### src/rtl/full_adder.sv
// Registered ripple-carry full adder.
// Adds two WIDTH-bit unsigned operands plus a carry-in. Sum and carry-out are
// captured in registers one clock after the operands are sampled. out_valid
// marks the cycles on which a new result was loaded. The default WIDTH=1 is the
// classic single-bit a/b/c -> sum/carry leaf cell.
//
// Ports:
//   clk       rising-edge clock
//   rst       synchronous reset, active-high; takes priority over in_valid
//   a, b      WIDTH-bit unsigned addends
//   c         carry-in
//   in_valid  operands are valid this cycle
//   sum       registered sum bits (a+b+c modulo 2^WIDTH)
//   carry     registered carry-out (bit WIDTH of a+b+c)
//   out_valid sum/carry were updated on the last clock edge
module full_adder #(
  parameter int unsigned WIDTH = 1
) (
  input  logic             clk,
  input  logic             rst,
  input  logic [WIDTH-1:0] a,
  input  logic [WIDTH-1:0] b,
  input  logic             c,
  input  logic             in_valid,
  output logic [WIDTH-1:0] sum,
  output logic             carry,
  output logic             out_valid
);

  // Internal carry chain: k[0] is the carry-in, k[WIDTH] is the carry-out.
  logic [WIDTH:0]   k;
  logic [WIDTH-1:0] s_c;

  assign k[0] = c;

  // One full-adder cell per bit, rippling the carry from LSB to MSB.
  for (genvar i = 0; i < int'(WIDTH); i++) begin : g_cell
    assign s_c[i]  = a[i] ^ b[i] ^ k[i];
    assign k[i+1]  = (a[i] & b[i]) | (a[i] & k[i]) | (b[i] & k[i]);
  end

  // Result registers. Idle cycles hold the last result and drop out_valid,
  // so don't-care operands never reach the outputs.
  always_ff @(posedge clk) begin
    if (rst) begin
      sum       <= '0;
      carry     <= 1'b0;
      out_valid <= 1'b0;
    end else if (in_valid) begin
      sum       <= s_c;
      carry     <= k[WIDTH];
      out_valid <= 1'b1;
    end else begin
      out_valid <= 1'b0;
    end
  end

endmodule

### config.mk
export PLATFORM = sky130hd
export DESIGN_NAME = full_adder
export DESIGN_NICKNAME = d
export VERILOG_FILES = /design/src/rtl/full_adder.sv
export SDC_FILE = /design/constraint.sdc
export NUM_CORES = 1
export LEC_CHECK = 0
export ABC_AREA = 1
export ABC_CLOCK_PERIOD_IN_PS = 1710
export BUFFER_PORTS_ARGS = -buffer_cell sky130_fd_sc_hd__buf_4
export CORE_AREA = 2 2 39 41
export CTS_CLUSTER_SIZE = 8
export DETAILED_ROUTE_END_ITERATION = 6
export DIE_AREA = 0 0 41 43
export SLEW_MARGIN = 20
export SYNTH_ARGS = -nofsm -noshare
export SYNTH_HDL_FRONTEND = slang
export SYNTH_SLANG_ARGS = --single-unit
### constraint.sdc
create_clock -name clk -period 1.71 [get_ports clk]
set_input_delay 0.171 -clock clk [delete_from_list [all_inputs] [get_ports clk]]
set_output_delay 0.171 -clock clk [all_outputs]
set_load 0.01 [all_outputs]
==> metrics.yaml <==
fin_crit_sh_pct: 49.8
critPathLaunchType: "register"
critical_path.n_buffers_inverters: 1
synth_seq_cells: 3
post_cts_resize_count: 0
vias_per_cell: 3.16
cts_root_buf: "clkbuf_4"
crit_arrival_ps: 680
mappedNetlistNets: 24
chipHeight_um: 43
finalPower_mw: 0.238
place_worst_setup_slack_ps: 623
cts_sinks: 3
synth.cell_area_um2: 129
pin_count_of_the_biggest_net_entering_global_routing: 6
required_ps: 1540
via_count: 142
grt_remaining_overflow: 0
instances_no_fill: 45
slew_viol_final: 0
number_of_port_buffers: 8
vdd_drop_max_v: 0.000107
pwr_density_cell_nw_per_um2: 1010
outcome: "complete, no violations"
wire_per_inst_um: 6.76
initial_core_utilization_pct: 9.31
finalSetupViolations: 0
critical_path_sink_type: "primary output"
worst-path-max-fanout: 2
rows: 14
critical_path.slowest_cell: "dfxtp_1"
postSynthCellCount: 17
grt_antenna_before_repair: 0
setup_slack_ps: 859
finalInstanceArea_um2: 235
die_area_um2: 1760
netlist.area_leader.share_pct: 46.6
clock_tree_buffer_depth: 2
hold_path_class: "input pin to register"
critPathMaxStageDelay_ps: 320
syn-mean-instance-area_um2: 7.58
detailedPlacementHpwl_um: 228
n_antenna_cell: 0
post_place_cell_area_um2: 209
hold_buffers: 0
antenna_left: 0
post_cts.repair.setup_buffers: 0
drt-total-wl_um: 304
nNetsFinal: 37
max_cap_violations: 0
ys_types: 5
top_cells_by_area_synth: "dfxtp_1, fa_1, nor2_1, inv_1, nand2_1"
yosysWarningCount: 0
synthDominantAreaCellType: "dfxtp_1"
core-area_um2: 1380
floorplan.die.width_um: 41
cts_tree: "done"
crit_path_cell_trace: "buf_4"
finalSetupTns_ps: 0
ctsHtreeMaxLevel: 1
drt_iter0_drc: 0
clkLatencyLatePin_ps: 230
yosysSeqAreaShare_pct: 46.6
syn_to_final_growth_pct: 82.5
critPathKind: "register to primary output"
num_io_pins: 9
gp_routability_congestion: 0.456
detailed_routing_iteration_count_for_the_pre_antenna_repair_pass: 1
drc: 0
placedCellCount: 41
groute.usage.overall_pct: 4.90
cts_buffers: 3
first_global_vias: 141
drive_above_1_share_pct: 37.9
max_clock_freq_mhz: 1170
p_leak_nw: 0.129
grt_first_pass_wirelength_um: 462
clk_pin_slew_worst_paths_ps: 40
final_critical_delay_including_setup_and_external_delays_ps: 851
slew_headroom_pct: 94.8
grt_setup_unrepaired: "false"
cp_top_family: "flip-flops"
finalHoldViolations: 0
finClkSkew_ps: 0
worstMarginPinSlew_ps: 78.1
[state kept, by name (all words and copies together) (netlist names)]
register and flops:
sum 1, out_valid 1, carry 1
[power by group]
| group | leakage [nW] | internal, mW | total (mW) | switching [mW] |
|---|---|---|---|---|
| Sequential | 0.0250 | 0.0755 | 0.0777 | 0.00218 |
| Combinational | 0.0890 | 0.0192 | 0.0343 | 0.0151 |
| Clock | 0.0150 | 0.0876 | 0.126 | 0.0385 |
| Total | 0.129 | 0.182 | 0.238 | 0.0558 |
[logic make-up (layout without fill, tap and decap cells)]
group | Yosys count | count (layout) | share of synthesized area, %
fa+ha+maj | 1 | 1 | 15.5
simple gates | 9 | 9 | 26.2
flops | 3 | 3 | 46.6
buf+inv | 4 | 16 | 11.6
[layout make-up]
type / count / area, µm²
clock buffer: 4 / 26.3
fill: 156 / 1150
inverter: 4 / 15.0
multi-input combinational: 10 / 53.8
sequential: 3 / 60.1
tap: 16 / 20.0
timing repair buffer: 8 / 60.1
[cell usage after synthesis]
| cell | n |
|---|---|
| dfxtp_1 | 3 |
| fa_1 | 1 |
| inv_1 | 4 |
| nand2_1 | 4 |
| nor2_1 | 5 |
[per-stage QoR]
stage	hold WS, ps	util, %
4_1_cts	102	17.0
3_5_place_dp	346	15.1
3_3_place_gp	340	15.1
5_1_grt	105	17.0
6_report	111	17.0
2_1_floorplan	242	-
[path summary, 6_finish.rpt]
kind | start | end | slack, ps | depth (start not counted)
max reg2reg | sum$_SDFFE_PP0P_ | sum$_SDFFE_PP0P_ | 1170 | 2
max | carry$_SDFFE_PP0P_ | carry | 860 | 1
min | rst | out_valid$_SDFF_PP0_ | 110 | 2
min reg2reg | carry$_SDFFE_PP0P_ | carry$_SDFFE_PP0P_ | 480 | 2
[routing by layer]
layer  routed length, µm  vias to the layer above  GRT usage (%)
met1                 106                       66           2.23
met3                  57                        0           6.81
met5                   0                        -              0
li1                    -                       70              -
met2                 140                        6           6.25
met4                   0                        0           6.00
[placed cells by master (no fill, tap or decap)]
cell / instances
buf_4: 8
clkbuf_1: 1
clkbuf_4: 3
dfxtp_1: 3
fa_1: 1
inv_1: 4
nand2_1: 4
nor2_1: 5
(Power assumes the default switching activity.)
